**config.mk**
```make
export PLATFORM = sky130hd
export DESIGN_NAME = imem_loader
export DESIGN_NICKNAME = d
export VERILOG_FILES = /design/src/rtl/imem_pkg.sv /design/src/rtl/word_assembler.sv /design/src/rtl/imem_loader.sv
export SDC_FILE = /design/constraint.sdc
export NUM_CORES = 1
export LEC_CHECK = 0
export CAP_MARGIN = 30
export CORE_UTILIZATION = 40
export DETAILED_ROUTE_END_ITERATION = 6
export GPL_TIMING_DRIVEN = 0
export PLACE_DENSITY = 0.71
export SETUP_SLACK_MARGIN = 0.02
export SYNTH_ARGS = -nofsm -noshare
export SYNTH_HDL_FRONTEND = slang
export SYNTH_SLANG_ARGS = --single-unit
export TNS_END_PERCENT = 100
```
**constraint.sdc**
```tcl
create_clock -name Clk -period 4 [get_ports Clk]
set_clock_uncertainty 0.2 [all_clocks]
set_input_delay 0.6 -clock Clk [delete_from_list [all_inputs] [get_ports Clk]]
set_output_delay 0.6 -clock Clk [all_outputs]
set_load 0.05 [all_outputs]
```
**src/rtl/imem_pkg.sv**
```systemverilog
`default_nettype none
//------------------------------------------------------------------------------
// Module  : imem_pkg
// Purpose : Shared sizes and state encoding for the instruction-memory loader
//           and the instruction memory's run-time write port.
// Ports   : none (package)
// Revision: 1.0 - initial release
//------------------------------------------------------------------------------
package imem_pkg;

   localparam int IMEM_BITSIZE = 32;
   localparam int IMEM_DEPTH   = 64;
   localparam int IMEM_ADDRW   = 6;

   // Loader state encoding
   localparam logic [2:0] ST_IDLE  = 3'd0;
   localparam logic [2:0] ST_LEN   = 3'd1;
   localparam logic [2:0] ST_DATA  = 3'd2;
   localparam logic [2:0] ST_WRITE = 3'd3;
   localparam logic [2:0] ST_ERR   = 3'd4;

   typedef enum logic [2:0] {
      S_IDLE  = ST_IDLE,
      S_LEN   = ST_LEN,
      S_DATA  = ST_DATA,
      S_WRITE = ST_WRITE,
      S_ERR   = ST_ERR
   } ldr_state_t;

endpackage : imem_pkg
`default_nettype wire

```
**src/rtl/word_assembler.sv**
```systemverilog
`default_nettype none
//------------------------------------------------------------------------------
// Module  : word_assembler
// Purpose : 8-to-WIDTH bit shift register assembling big-endian words.
//           The first byte shifted in ends up in the top byte of dout.
// Ports   : clk    - clock
//           rst_n  - asynchronous active-low reset
//           clr    - synchronous clear of data and byte counter
//           en     - shift din in this cycle
//           din    - input byte
//           dout   - assembled word
//           full   - this cycle's shift completes a word (4th byte)
// Revision: 1.0 - initial release
//------------------------------------------------------------------------------
module word_assembler #(
   parameter int WIDTH = 32
) (
   input  logic             clk,
   input  logic             rst_n,
   input  logic             clr,
   input  logic             en,
   input  logic [7:0]       din,
   output logic [WIDTH-1:0] dout,
   output logic             full
);

   logic [WIDTH-1:0] data_q, data_d;
   logic [1:0]       cnt_q, cnt_d;

   always_comb begin
      data_d = data_q;
      cnt_d  = cnt_q;
      if (clr) begin
         data_d = '0;
         cnt_d  = 2'd0;
      end else if (en) begin
         data_d = {data_q[WIDTH-9:0], din};
         // Wraps 3 -> 0 naturally on the last byte of a word
         cnt_d  = cnt_q + 2'd1;
      end
   end

   always_ff @(posedge clk or negedge rst_n) begin
      if (!rst_n) begin
         data_q <= '0;
         cnt_q  <= 2'd0;
      end else begin
         data_q <= data_d;
         cnt_q  <= cnt_d;
      end
   end

   assign dout = data_q;
   assign full = en && !clr && (cnt_q == 2'd3);

endmodule : word_assembler
`default_nettype wire

```
**src/rtl/imem_loader.sv**
```systemverilog
`default_nettype none
//------------------------------------------------------------------------------
// Module  : imem_loader
// Purpose : Loads the instruction memory from a byte stream: a length byte N
//           followed by N big-endian words, each written through a
//           single-cycle write strobe. Holds the CPU while loading.
// Ports   : Clk       - clock
//           Rst_n     - asynchronous active-low reset
//           Start     - load request, honoured only when idle
//           InData    - stream byte
//           InValid   - InData valid
//           InReady   - loader accepts a byte this cycle
//           MemWrEn   - instruction memory write strobe
//           MemWrAddr - word address of write
//           MemWrData - word to write
//           CpuHold   - load in progress, CPU must stall
//           Done      - sticky, last load completed
//           Error     - sticky, length byte out of range
// Revision: 1.0 - initial release
//------------------------------------------------------------------------------
module imem_loader
   import imem_pkg::*;
#(
   parameter int BITSIZE = IMEM_BITSIZE,
   parameter int DEPTH   = IMEM_DEPTH,
   parameter int ADDRW   = IMEM_ADDRW
) (
   input  logic               Clk,
   input  logic               Rst_n,
   input  logic               Start,
   input  logic [7:0]         InData,
   input  logic               InValid,
   output logic               InReady,
   output logic               MemWrEn,
   output logic [ADDRW-1:0]   MemWrAddr,
   output logic [BITSIZE-1:0] MemWrData,
   output logic               CpuHold,
   output logic               Done,
   output logic               Error
);

   localparam logic [7:0] DEPTH_B = 8'(DEPTH);

   ldr_state_t       state_q, state_d;
   // One extra bit so that a full-depth load reaches DEPTH without wrapping
   logic [ADDRW:0]   word_cnt_q, word_cnt_d;
   logic [ADDRW:0]   n_q, n_d;
   logic             done_q, done_d;
   logic             error_q, error_d;

   logic             asm_clr;
   logic             asm_en;
   logic             asm_full;
   logic             accept;
   logic [ADDRW:0]   word_cnt_inc;
   logic [BITSIZE-1:0] asm_word;

   word_assembler #(
      .WIDTH (BITSIZE)
   ) u_word_assembler (
      .clk   (Clk),
      .rst_n (Rst_n),
      .clr   (asm_clr),
      .en    (asm_en),
      .din   (InData),
      .dout  (asm_word),
      .full  (asm_full)
   );

   assign accept       = InValid && InReady;
   assign word_cnt_inc = word_cnt_q + 1'b1;

   always_comb begin
      state_d    = state_q;
      word_cnt_d = word_cnt_q;
      n_d        = n_q;
      done_d     = done_q;
      error_d    = error_q;
      asm_clr    = 1'b0;
      asm_en     = 1'b0;

      case (state_q)
         S_IDLE: begin
            if (Start) begin
               state_d    = S_LEN;
               done_d     = 1'b0;
               error_d    = 1'b0;
               word_cnt_d = '0;
               asm_clr    = 1'b1;
            end
         end

         S_LEN: begin
            if (accept) begin
               if (InData == 8'd0) begin
                  state_d = S_IDLE;
                  done_d  = 1'b1;
               end else if (InData > DEPTH_B) begin
                  // Raised on entry so Error is already high during ERR
                  state_d = S_ERR;
                  error_d = 1'b1;
               end else begin
                  state_d = S_DATA;
                  n_d     = InData[ADDRW:0];
               end
            end
         end

         S_DATA: begin
            asm_en = accept;
            if (asm_full) begin
               state_d = S_WRITE;
            end
         end

         S_WRITE: begin
            word_cnt_d = word_cnt_inc;
            asm_clr    = 1'b1;
            if (word_cnt_inc == n_q) begin
               state_d = S_IDLE;
               done_d  = 1'b1;
            end else begin
               state_d = S_DATA;
            end
         end

         S_ERR: begin
            error_d = 1'b1;
            state_d = S_IDLE;
         end

         default: begin
            state_d = S_IDLE;
         end
      endcase
   end

   always_ff @(posedge Clk or negedge Rst_n) begin
      if (!Rst_n) begin
         state_q    <= S_IDLE;
         word_cnt_q <= '0;
         n_q        <= '0;
         done_q     <= 1'b0;
         error_q    <= 1'b0;
      end else begin
         state_q    <= state_d;
         word_cnt_q <= word_cnt_d;
         n_q        <= n_d;
         done_q     <= done_d;
         error_q    <= error_d;
      end
   end

   // Handshake and strobe outputs decode registered state only
   assign InReady   = (state_q == S_LEN) || (state_q == S_DATA);
   assign MemWrEn   = (state_q == S_WRITE);
   assign CpuHold   = (state_q != S_IDLE);
   assign MemWrAddr = word_cnt_q[ADDRW-1:0];
   assign MemWrData = asm_word;
   assign Done      = done_q;
   assign Error     = error_q;

endmodule : imem_loader
`default_nettype wire

```
==> Word level (Yosys, flattened, before mapping) <==
Index checks and enable logic that the tools add are counted.
{ "word_totals": {"reg_bits": 53} }
{ "op_classes": {"n_addsub": 2, "magnitude_cmp": 1, "n_eq_ne": 13, "muxes": 25, "n_bitwise": 2, "reduce_logical": 17} }
{ "op_table": {"columns": ["cell", "count"], "rows": [
  ["$mux W32", 2],
  ["$mux W3", 5],
  ["$pmux W7 S2", 1],
  ["$ne A2 B2 Y1 const B", 6],
  ["$pmux W3 S4", 1],
  ["$reduce_and A5 Y1", 2],
  ["$mux W1", 9],
  ["$reduce_bool A3 Y1", 3],
  ["$gt A8 B7 Y1 const B", 1],
  ["$logic_not A8 Y1", 1],
  ["$add A7 B1 Y7 const B", 1],
  ["$eq A7 B7 Y1", 1],
  ["$mux W7", 1],
  ["$eq A3 B2 Y1 const B", 2],
  ["$mux W2", 3],
  ["$pmux W1 S3", 2],
  ["$reduce_and A4 Y1", 1],
  ["$reduce_bool A2 Y1", 2],
  ["$eq A3 B1 Y1 const B", 1],
  ["$eq A3 B3 Y1 const B", 1],
  ["$logic_and A1 B1 Y1", 3],
  ["$logic_not A3 Y1", 1],
  ["$reduce_and A3 Y1", 1],
  ["$add A2 B1 Y2 const B", 1],
  ["other kinds (7)", 8]
]} }

==> Longest topological paths before layout <==
Gate-level depths: netlist of run 1.
{ "logic_depth": {"depth_word": 8, "depth_mapped": 7, "ltp_nobuf": 6} }

==> Hierarchy <==
A second synthesis of run 1 with hierarchy kept.
{ "unflattened": {"cells_unflattened": 239, "hier_area_um2": 2606.2} }
{ "by_module_without_submodules": {"columns": ["module", "instances", "cells_per_inst", "area_per_inst_um2", "seq_area_each_um2"], "rows": [
  ["word_assembler", 1, 113, 1431.4, 850.8],
  ["imem_loader", 1, 126, 1174.9, 475.5]
]} }

==> Worst setup path after synthesis of run 1 <==
OpenSTA, ideal clock, no wires.
{ "synth_timing": {"path_type": "in2reg", "from": "input InData[2]", "to": "register n_q[1]", "setup_ns": 0.125, "arrival_ns": 1.955, "required_ns": 3.675, "slack_ns": 1.721, "path_stages": 5, "n_path_buf": 0, "cell_sequence": "nor4_2 nand2_1 mux2i_2 nor2_2 mux2_2"} }
{ "synth_via": {"elab_chain_cells": 3, "elab_cells_between_ends": 5, "classes_between": "1 x order compare; 2 x bitwise; 2 x reduce/logical"} }
{ "synth_rtl": {"columns": ["element", "line", "text"], "rows": [
  ["start, declared", "imem_loader.sv:31", "input logic [7:0] InData,"],
  ["$gt A8 B7 Y1 or $logic_not A8 Y1 (tied branches)", "imem_loader.sv:98, imem_loader.sv:95", null],
  ["$not A1 Y1 (no line)", null, null],
  ["$reduce_and A4 Y1 (no line) (*)", null, null],
  ["end signal, assigned", "imem_loader.sv:148", "n_q <= n_d;"],
  ["end, declared", "imem_loader.sv:47", "logic [ADDRW:0] n_q, n_d;"]
]} }
Mark *: on every way between the ends. The rest lies on a longest branch, timed or not.
A chain may end at the register's enable or synchronous reset.

==> Worst setup path after layout of run 1 <==
{ "layout_timing": {"from": "register state_q[0]", "to": "output MemWrEn"} }
{ "layout_via": {"elab_chain_cells": 1} }
{ "layout_rtl": {"columns": ["element", "line", "text"], "rows": [
  ["start, declared", "imem_loader.sv:44", "ldr_state_t state_q, state_d;"],
  ["start signal, assigned", "imem_loader.sv:146", "state_q <= state_d;"],
  ["$eq A3 B2 Y1", "imem_loader.sv:156", "assign MemWrEn = (state_q == S_WRITE);"],
  ["end, declared", "imem_loader.sv:34", "output logic MemWrEn,"]
]} }
Every way passes these cells.

==> results_dict.tcl, run 1 <==
set metrics [dict create \
    path_clk_slew_ns 0.09 \
    cts_tree "built" \
    drt-initial-drc-count 154 \
    netlist_area_um2 2530 \
    syn-instance-count 273 \
    numCtsBuffers 5 \
    drive_gt1_frac 0.0952 \
    cp-start-kind "register" \
    drtAntennaViolNets 0 \
    dieWidth_um 81.6 \
    drc 0 \
    critPathLaunch "state_q[0]$_DFFE_PN0P_" \
    rsz0062_at_grt "false" \
    viasPerCell 5.16 \
    clockPowerShare 0.135 \
    grt_usage 0.189 \
    cp_data_required_time_ns 3.20 \
    drv_cap 0 \
    io_pins 55 \
    combPwrFrac 0.540 \
    crit_fanout 10 \
    critical_path.top_delay_family "buffers and inverters" \
    cp_cell_sequence "buf_2, nor2b_1, nand2_1, clkinv_1, clkdlybuf4s50_1" \
    synth_area_leaders "dfrtp_1 (52%), nand2_1 (12%), nand3_1 (7.7%)" \
    ys_seq_elements 53 \
    fin_nets 350 \
    synth_top_area_share 0.523 \
    timing.setup.tns_ns 0 \
    clock_path_buffers 2 \
    initial_core_util 0.421 \
    vias 2121 \
    die_y_um 81.6 \
    leakage_nw 1.55 \
    timing.rr.start "word_cnt_q[0]$_DFFE_PN0P_" \
    fin_crit_ns 3.17 \
    crit_slowest_cell "clkdlybuf4s50_1" \
    synth_cell_types 38 \
    grt_max_degree 41 \
    drtPass1Iterations 4 \
    cts_sinks 53 \
    die_area_um2 6660 \
    yosysSeqAreaShare 0.523 \
    ir_drop_uv 508 \
    maxSlewHeadroom 0.639 \
    finalMaxSlewViolations 0 \
    antenna_cells 0 \
    arrival_ns 2.37 \
    setup_viol 0 \
    p_int_mw 1.37 \
    ff2ff_path_depth 6 \
    clk_latency_ns 0.30 \
    tightestPinTransition_ns 0.537 \
    antenna_found_initial 0 \
    power_mw 2.60 \
    sw_frac_of_total 0.471 \
    yosysWarnings 0 \
    hold_viol_final 0 \
    endpoint_kind "primary output" \
    cts_setup_buffers 0 \
    min_path_type "register to register" \
    rows 28 \
    grt_pass1_vias 2006 \
    io_buffers 54 \
    synth_fp_nets 287 \
    place.gp.congestion 0.831 \
    netSwitchingPower_mw 1.22 \
    path_buf_inv 3 \
    hpwl_mm 4.09 \
    worstHoldStart "u_word_assembler.dout[30]$_DFFE_PN0P_" \
    cp.depth 5 \
    fin_crit_sh 0.794 \
    core_um2 6030 \
    critPathKind "register to primary output" \
    holdWs_ns 0.303 \
    slowest_delay_ns 0.83 \
    htreeDepth 2 \
    overflow 0 \
    whs_path_depth 2 \
    yosys.area.top_type "dfrtp_1" \
    root_buffer "clkbuf_8" \
    power.density_nw_per_um2 787 \
    grt_pass1_wl_mm 9.56 \
    routed_wl_mm 5.58 \
    area_growth_pct 30.1 \
    status "completed" \
    wl_per_cell_um 13.6 \
    seq_power_share 0.325 \
    syn_area_per_cell_um2 9.29 \
    fmax_ghz 0.315 \
]
[cells in the final DEF (no fill, tap or decap), types with 7 or more instances in the layout]
master	count
dfrtp_1	53
nand2_1	81
o21ai_0	13
clkbuf_1	8
xnor2_1	7
nor2_1	7
buf_4	7
clkdlybuf4s50_1	53
nand3_1	39
[cell usage after synthesis (all sizes together)]
cell / n
buf: 12
o2111ai: 1
nand3: 39
xor2: 3
a2111oi: 1
a22o: 1
clkinv: 1
nand2: 81
nand2b: 2
a211o: 3
nor2b: 3
or4: 1
o41a: 1
or3: 1
nor2: 8
ha: 2
and3: 5
a21o: 1
dfrtp: 53
mux2i: 1
o21ai: 14
a31oi: 1
nor3: 3
nand3b: 2
mux2: 7
clkbuf: 8
o31ai: 1
a21oi: 6
or3b: 1
nand4bb: 2
nor4: 1
xnor2: 7
[power groups by stage]
stage	registers (mW)	logic (mW)	clock network, mW
2_1_floorplan	1.15	0.673	0
3_3_place_gp	0.853	1.38	0
3_5_place_dp	0.856	1.40	0
4_1_cts	0.846	1.41	0.361
5_1_grt	0.867	1.52	0.389
6_report	0.844	1.40	0.351
[per-stage QoR]
step	area, um2	utilization	cells	setup WS [ns]
6_report	3300	0.547	411	0.826
5_1_grt	3300	0.547	411	0.685
4_1_cts	3300	0.547	411	0.832
3_5_place_dp	3180	0.528	403	0.963
3_3_place_gp	3170	0.526	402	0.503
2_1_floorplan	2530	-	273	1.72
[what timing repair did]
item                                   in CTS  in global routing
setup endpoints to repair                   0                  0
hold buffers                                1                  0
endpoints found under the hold margin       2                  0
gates resized for setup                     0                  0
[logic make-up after synthesis]
kind of cell,share of synthesized area
xor+xnor,0.0346
buf+inv,0.0439
simple gates,0.271
fa+ha+maj,0.00987
mux,0.0365
flops,0.523
compound gates,0.0805
[layout make-up]
class | instances | area, um2
tap | 75 | 93.8
clock buffer | 5 | 68.8
sequential | 53 | 1330
buffer | 20 | 108
multi-input combinational | 199 | 1100
inverter | 1 | 3.75
clock inverter | 2 | 35.0
fill | 577 | 2730
timing repair buffer | 56 | 566
[sequential cells by signal, summed over array words and instances, names as in the netlist]
register,flops
u_word_assembler.cnt_q,2
u_word_assembler.dout,32
word_cnt_q,7
Error,1
Done,1
state_q,3
n_q,7
[layer usage]
layer	GRT usage	wire (um)	vias up
met5	0	0	-
met4	0.0474	31	0
met3	0.0411	235	2
met2	0.306	2630	57
met1	0.258	2690	1013
li1	-	-	1049
[final timing paths]
path / to / slack (ns)
worst max-delay path: MemWrEn / 0.83
worst min-delay path: u_word_assembler.dout[30]$_DFFE_PN0P_ / 0.30
worst max register to register: state_q[1]$_DFFE_PN0P_ / 1.70
worst min register to register: u_word_assembler.dout[30]$_DFFE_PN0P_ / 0.30
max in group asynchronous: n_q[4]$_DFFE_PN0P_ / 2.55
min in group asynchronous: u_word_assembler.dout[28]$_DFFE_PN0P_ / 0.53
[worst reg2reg max path, delay by kind of cell (launching register included)]
kind,cells,cell delay [ns]
DFF,1,0.46
adders and majority gates,1,0.31
AOI/OAI and AO/OA,2,0.69
and+or+nand+nor,2,0.41
xor gates and xnor gates,1,0.13
Power figures use the tool's default switching activity.
==> inputs of run 2 (changes only) <==
Settings changed: PLACE_DENSITY 0.71 to 0.74.
Clock period 4 ns to 2.6 ns, I/O delays scaled along.
==> run 2 against run 1 <==
Total power grew 51%; global-route usage shrank 0.51 points; sequential power grew 55%; register-to-register slack lost 1.4 ns; first-iteration DRC count shrank 16%; cell count grew 0.24%; combinational power grew 54%.
==> results_dict.tcl, run 2 (synthesis results as in run 1) <==
set metrics [dict create \
    htreeDepth 2 \
    arrival_ns 1.83 \
    power.density_nw_per_um2 1190 \
    whs_path_depth 2 \
    numCtsBuffers 5 \
    crit_slowest_cell "dlygate4sd2_1" \
    finalMaxSlewViolations 0 \
    ir_drop_uv 709 \
    io_buffers 54 \
    layout_common_cells "nand2_1 (80), dfrtp_1 (53), clkdlybuf4s50_1 (50)" \
    drtPass1Iterations 4 \
    drive_gt1_frac 0.116 \
    cts_sinks 53 \
    critical_path.top_delay_family "buffers and inverters" \
    maxSlewHeadroom 0.662 \
    clk_latency_ns 0.31 \
    area_growth_pct 30.3 \
    cp_data_required_time_ns 2.01 \
    place.gp.congestion 0.833 \
    initial_core_util 0.421 \
    grt_pass1_vias 1998 \
    die_area_um2 6660 \
    grt_usage 0.184 \
    io_pins 55 \
    critPathKind "register to primary output" \
    hold_viol_final 0 \
    die_y_um 81.6 \
    power_mw 3.93 \
    leakage_nw 1.55 \
    cp-start-kind "register" \
    setup_viol 0 \
    rows 28 \
    drc 0 \
    grt_max_degree 41 \
    crit_fanout 10 \
    grt_pass1_wl_mm 9.39 \
    status "completed" \
    min_path_type "register to register" \
    drt-initial-drc-count 129 \
    path_buf_inv 2 \
    clock_path_buffers 2 \
    ff2ff_setup_slack_ns 0.26 \
    dieWidth_um 81.6 \
    viasPerCell 5.14 \
    worstHoldStart "u_word_assembler.dout[1]$_DFFE_PN0P_" \
    root_buffer "clkbuf_8" \
    cts_tree "built" \
    fmax_ghz 0.412 \
    timing.rr.start "word_cnt_q[0]$_DFFE_PN0P_" \
    rsz0062_at_grt "false" \
    antenna_found_initial 0 \
    endpoint_kind "primary output" \
    fin_nets 350 \
    r2r-end "state_q[1]$_DFFE_PN0P_" \
    slowest_delay_ns 0.52 \
    largest_register_ffs 32 \
    cp_cell_sequence "buf_2, nor2b_2, nand2b_1, nand2_1, dlygate4sd2_1" \
    wl_per_cell_um 13.7 \
    worstHoldEndpoint "u_word_assembler.dout[9]$_DFFE_PN0P_" \
    post-route-util 0.548 \
    path_clk_slew_ns 0.09 \
    core_um2 6030 \
    ff2ff_path_depth 6 \
    routed_wl_mm 5.65 \
    antenna_cells 0 \
    hpwl_mm 4.15 \
    drv_cap 0 \
    overflow 0 \
    fin_crit_sh 0.933 \
    fin_crit_ns 2.42 \
    tightestPinTransition_ns 0.505 \
    final_common_cell "nand2_1" \
    vias 2118 \
    drtAntennaViolNets 0 \
]
-- run 2: cell types whose count changed in the layout (fill, tap and decap cells not counted), sizes merged --
| cell | before | now |
|---|---|---|
| bufinv | 1 | 0 |
| dlygate4sd2 | 0 | 2 |
| clkinv | 2 | 1 |
| clkinvlp | 0 | 2 |
| clkdlybuf4s18 | 0 | 1 |
| inv | 0 | 1 |
| clkdlybuf4s50 | 53 | 50 |
-- run 2: final cells by class --
class,count,area [um2]
Timing Repair Buffer,56,563
Sequential cell,53,1330
Clock inverter,3,21.3
Tap cell,75,93.8
Clock buffer,5,68.8
Multi-Input combinational cell,199,1110
Inverter,1,7.51
Fill cell,557,2720
Buffer,20,109
-- run 2: layer usage --
layer	up-vias	routed length, um	global-route usage
met2	47	2700	0.300
met4	0	54	0.0474
li1	1048	-	-
met1	1017	2620	0.247
met3	6	273	0.0422
met5	-	0	0
-- run 2: worst max path at each step --
stage                                   start  cells past startpoint  slack (ns)                     end
finish                 state_q[0]$_DFFE_PN0P_                      5        0.18                 InReady
global route           state_q[2]$_DFFE_PN0P_                      5        0.03                 InReady
CTS                    state_q[0]$_DFFE_PN0P_                      5        0.03                 MemWrEn
detailed placement                  InData[2]                      6       -0.17      n_q[2]$_DFFE_PN0P_
global placement                        Rst_n                      1       -0.70      n_q[1]$_DFFE_PN0P_
floorplan           word_cnt_q[0]$_DFFE_PN0P_                      6        0.45  state_q[1]$_DFFE_PN0P_
-- run 2: power breakdown --
part	switching [mW]	leakage [nW]	internal (mW)	total, mW
clock network	0.281	0.0445	0.192	0.473
registers	0.229	0.712	1.08	1.31
logic	1.41	0.794	0.746	2.15
total	1.92	1.55	2.02	3.93
-- run 2: worst min-delay path: cells and delay by family (launching register included) --
family,cells,cell delay [ns]
DFF,1,0.37
and+or+nand+nor,2,0.11
-- run 2: timing repair --
item / 4_1_cts / 5_1_grt
endpoints found under the hold margin: 13 / 0
gates resized for setup: 5 / 8
hold buffers: 1 / 0
buffers inserted: 0 / 0
setup endpoints to repair: 3 / 3
-- run 2: through the flow --
step	worst slack (ns)	cell area, um2	setup TNS, ns	hold WS (ns)	instances
3_3_place_gp	-0.698	3170	-38.03	0.279	402
6_report	0.175	3300	0	0.304	412
3_5_place_dp	-0.172	3180	-1.16	0.122	403
2_1_floorplan	0.452	2530	0	-0.106	273
4_1_cts	0.0299	3280	0	0.307	412
5_1_grt	0.0323	3300	0	0.334	412
==> inputs of run 3 (changes only) <==
Settings changed: CORE_MARGIN set to 5, REMOVE_ABC_BUFFERS set to 1.
==> run 3 against run 2 <==
Core utilization shrank 2.1 points; global-route usage is 3.7 points lower; sequential power about the same; maximum frequency down 3.3%.
==> results_dict.tcl, run 3 (synthesis results as in run 1) <==
set metrics [dict create \
    wl_per_cell_um 13.9 \
    die_area_um2 8030 \
    io_buffers 54 \
    clockPowerShare 0.118 \
    drtPass1Iterations 4 \
    root_buffer "clkbuf_8" \
    overflow 0 \
    critPathKind "register to primary output" \
    fin_crit_ns 2.51 \
    endpoint_kind "primary output" \
    sw_frac_of_total 0.480 \
    cts_tree "built" \
    place.gp.congestion 0.827 \
    drt-initial-drc-count 134 \
    status "completed" \
    drive_gt1_frac 0.0960 \
    instances_no_fill 400 \
    gr-usage-met3 0.0356 \
    core_um2 6240 \
    cts_sinks 53 \
    timing.setup.tns_ns 0 \
    rsz0062_at_grt "true" \
    cp_data_required_time_ns 2.01 \
    p_int_mw 2.06 \
    combPwrFrac 0.544 \
    fin_nets 336 \
    ir_drop_uv 796 \
    fmax_ghz 0.399 \
    io_pins 55 \
    grt_pass1_wl_mm 9.27 \
    numCtsBuffers 5 \
    grt_usage 0.148 \
    arrival_ns 1.92 \
    drtAntennaViolNets 0 \
    grt_use_met2 0.232 \
    clock_path_buffers 2 \
    netSwitchingPower_mw 1.90 \
    fillCellCount 590 \
    viasPerCell 5.16 \
    clk_latency_ns 0.31 \
    hpwl_mm 3.99 \
    placed_area_um2 3160 \
    hold_viol_final 0 \
    fin_crit_sh 0.965 \
    dpl.cell_count 388 \
    grt_pass1_vias 1890 \
    leakage_nw 1.54 \
    power.density_nw_per_um2 1200 \
    drc 0 \
    routed_wl_mm 5.57 \
    maxSlewHeadroom 0.564 \
    crit_fanout 14 \
    tightestPinTransition_ns 0.652 \
    rows 29 \
    layout_common_cells "nand2_1 (81), dfrtp_1 (52), clkdlybuf4s50_1 (51)" \
    initial_core_util 0.406 \
    die_y_um 89.6 \
    setup_viol 0 \
    min_path_type "register to register" \
    antenna_cells 0 \
    grtUsageMet1 0.204 \
    seq_power_share 0.338 \
    cp-start-kind "register" \
    path_clk_slew_ns 0.10 \
    finalMaxSlewViolations 0 \
    area_growth_pct 29.8 \
    dieWidth_um 89.6 \
    htreeDepth 2 \
    stdcell_area_um2 3290 \
    vias 2064 \
    drv_cap 0 \
    grt_busiest_layer "met2" \
    final_common_cell "nand2_1" \
    grt_max_degree 33 \
    antenna_found_initial 0 \
    largest_register_ffs 32 \
]
run 3: layout make-up:
class	count	area (um2)	share of cell area
clock buffers	5	68.8	0.0209
clock inverters	3	21.3	0.00646
inverters	1	7.51	0.00228
multi-input cells	199	1100	0.334
flip-flops and latches	53	1330	0.403
well taps	77	96.3	0.0293
repair buffers	62	669	0.203
run 3: power by group through the flow:
stage               clock [mW]  sequential [mW]  combinational [mW]
floorplan                    0             1.88               0.826
global placement             0             1.34                2.00
detailed placement           0             1.35                2.14
CTS                      0.489             1.34                2.14
global route             0.531             1.39                2.32
finish                   0.467             1.34                2.16
run 3: worst paths after layout:
check / cells after the start / to / slack [ns] / from
max reg2reg: 6 / state_q[1]$_DFFE_PN0P_ / 0.29 / word_cnt_q[0]$_DFFE_PN0P_
min: 2 / u_word_assembler.dout[27]$_DFFE_PN0P_ / 0.30 / u_word_assembler.dout[27]$_DFFE_PN0P_
min reg2reg: 2 / u_word_assembler.dout[27]$_DFFE_PN0P_ / 0.30 / u_word_assembler.dout[27]$_DFFE_PN0P_
max in group asynchronous: 3 / u_word_assembler.dout[20]$_DFFE_PN0P_ / 1.26 / Rst_n
max: 2 / CpuHold / 0.09 / state_q[1]$_DFFE_PN0P_
min in group asynchronous: 2 / u_word_assembler.dout[22]$_DFFE_PN0P_ / 0.40 / Rst_n
run 3: stage by stage:
stage	power (mW)	utilization	hold WS (ns)	setup WS, ns
floorplan	2.70	-	-0.106	0.166
global placement	3.34	0.491	0.276	-0.689
detailed placement	3.50	0.507	0.204	-0.184
CTS	3.97	0.523	0.308	0.0444
global route	4.24	0.527	0.325	0.0115
finish	3.96	0.527	0.302	0.0915
run 3: repair_timing:
item                                   in CTS  in global routing
resized for setup                           4                  4
setup buffers                               0                  3
setup endpoints to repair                   2                  2
endpoints found under the hold margin      21                  0
hold buffers                                1                  0
run 3: worst max-delay path: stages, from the launching register on:
cell,delay [ns]
dfrtp_1,0.52
or3_1,0.39
clkdlybuf4s50_1,0.70
run 3: routing by layer:
layer,wire [um],up-vias
met3,308,7
li1,-,1018
met1,2520,982
met5,0,-
met2,2670,57
met4,75,0
==> RTL edit: new RTL, config.mk and constraints of run 3 <==
`IMEM_BITSIZE`: 32 -> 64.
--- a/src/rtl/imem_pkg.sv
+++ b/src/rtl/imem_pkg.sv
@@ -8,7 +8,7 @@
 //------------------------------------------------------------------------------
 package imem_pkg;
 
-   localparam int IMEM_BITSIZE = 32;
+   localparam int IMEM_BITSIZE = 64;
    localparam int IMEM_DEPTH   = 64;
    localparam int IMEM_ADDRW   = 6;
 
Ports: changed (resized MemWrData); port bits go from 55 to 87. No check against the original RTL was run, so the function may have changed too.
==> RTL edit against run 3 <==
- setup slack improved by 0.011 ns
- via count rose by 50%
- clock power increased by 120%
- first-iteration DRC count increased by 49%
- power increased by 27%
- utilization grew 1.5 points
- non-clock buffer count rose by 30
- largest cell class unchanged
- global-route usage is 1.6 points higher
- wire length grew 60%
- die area increased by 41%
- area after synthesis rose by 47%
- sequential cell count up 32
- design area grew 51%
==> RTL edit: results (changes against run 3) <==
| Metric | Value |
|---|---|
| Cts bufs inserted | `9 (was 5)` |
| Metal3 WL | `439 um (was 308 um)` |
| Overall fraction of global-route tracks in use | `16.4% (was 14.8%)` |
| Buffer share of cell area | `19.9% (was 20.3%)` |
| Multi-input gate share of total cell area | `29.5% (was 33.4%)` |
| Post-placement setup slack | `-0.330 ns (was -0.184 ns)` |
| Clkbuf count | `11 (was 5)` |
| Status | `finished, final reports clean (unchanged)` |
| Vias per std cell | `5.17 (was 5.16)` |
| Vias in the first global route | `3103 (was 1890)` |
| Top delay family on crit path | `simple AND/OR/NAND/NOR gates (was buffers and inverters)` |
| Post-Layout Cell Count | `598 (was 400)` |
| Synth Area in XOR/XNOR | `2.35% (was 3.46%)` |
| First-pass GRT wire length | `15100 um (was 9270 um)` |
| Netlist cell types | `40 (was 38)` |
| Adder-cell share of the synthesized area | `0.671% (was 0.987%)` |
| Slowest-stage cell, CP | `dfrtp_1 (was clkdlybuf4s50_1)` |
| Worst setup path endpoint | `InReady (was CpuHold)` |
| Met2 Wirelength | `4350 um (was 2670 um)` |
| Synth Area in Compound Gates | `4.90% (was 8.05%)` |
| Max H-tree Level | `3 (was 2)` |
| Final HPWL DP | `5940 um (was 3990 um)` |
| Synthesized area per cell | `9.12 sq um (was 9.29 sq um)` |
| Post-synthesis mux area share | `2.38% (was 3.65%)` |
| Num Clock Sinks | `85 (was 53)` |
[RTL edit: changes by cell type in the layout (fill, tap and decap cells not counted), sizes merged, moves of 2 or more]
cell           delta
clkbuf            +6
clkdlybuf4s15     +2
o21ai             -3
buf               -2
clkdlybuf4s50    +31
a211o             -3
nand2b            -2
dfrtp            +32
nor2b             -2
nand2            +63
bufinv            +2
nand3            +33
[RTL edit: how the worst min path moves through the flow]
stage | startpoint | endpoint | slack [ns]
detailed placement | Rst_n | n_q[1] | 0.15
CTS | u_word_assembler.dout[52] | u_word_assembler.dout[60] | 0.29
floorplan | Rst_n | Done | -0.11
global placement | u_word_assembler.dout[55] | u_word_assembler.dout[63] | 0.27
finish | u_word_assembler.dout[52] | u_word_assembler.dout[60] | 0.29
global route | u_word_assembler.dout[41] | u_word_assembler.dout[49] | 0.32
[RTL edit: power by group]
group | internal [mW] | switching (mW)
combinational | 0.733 | 1.48
clock | 0.570 | 0.469
sequential | 1.54 | 0.243
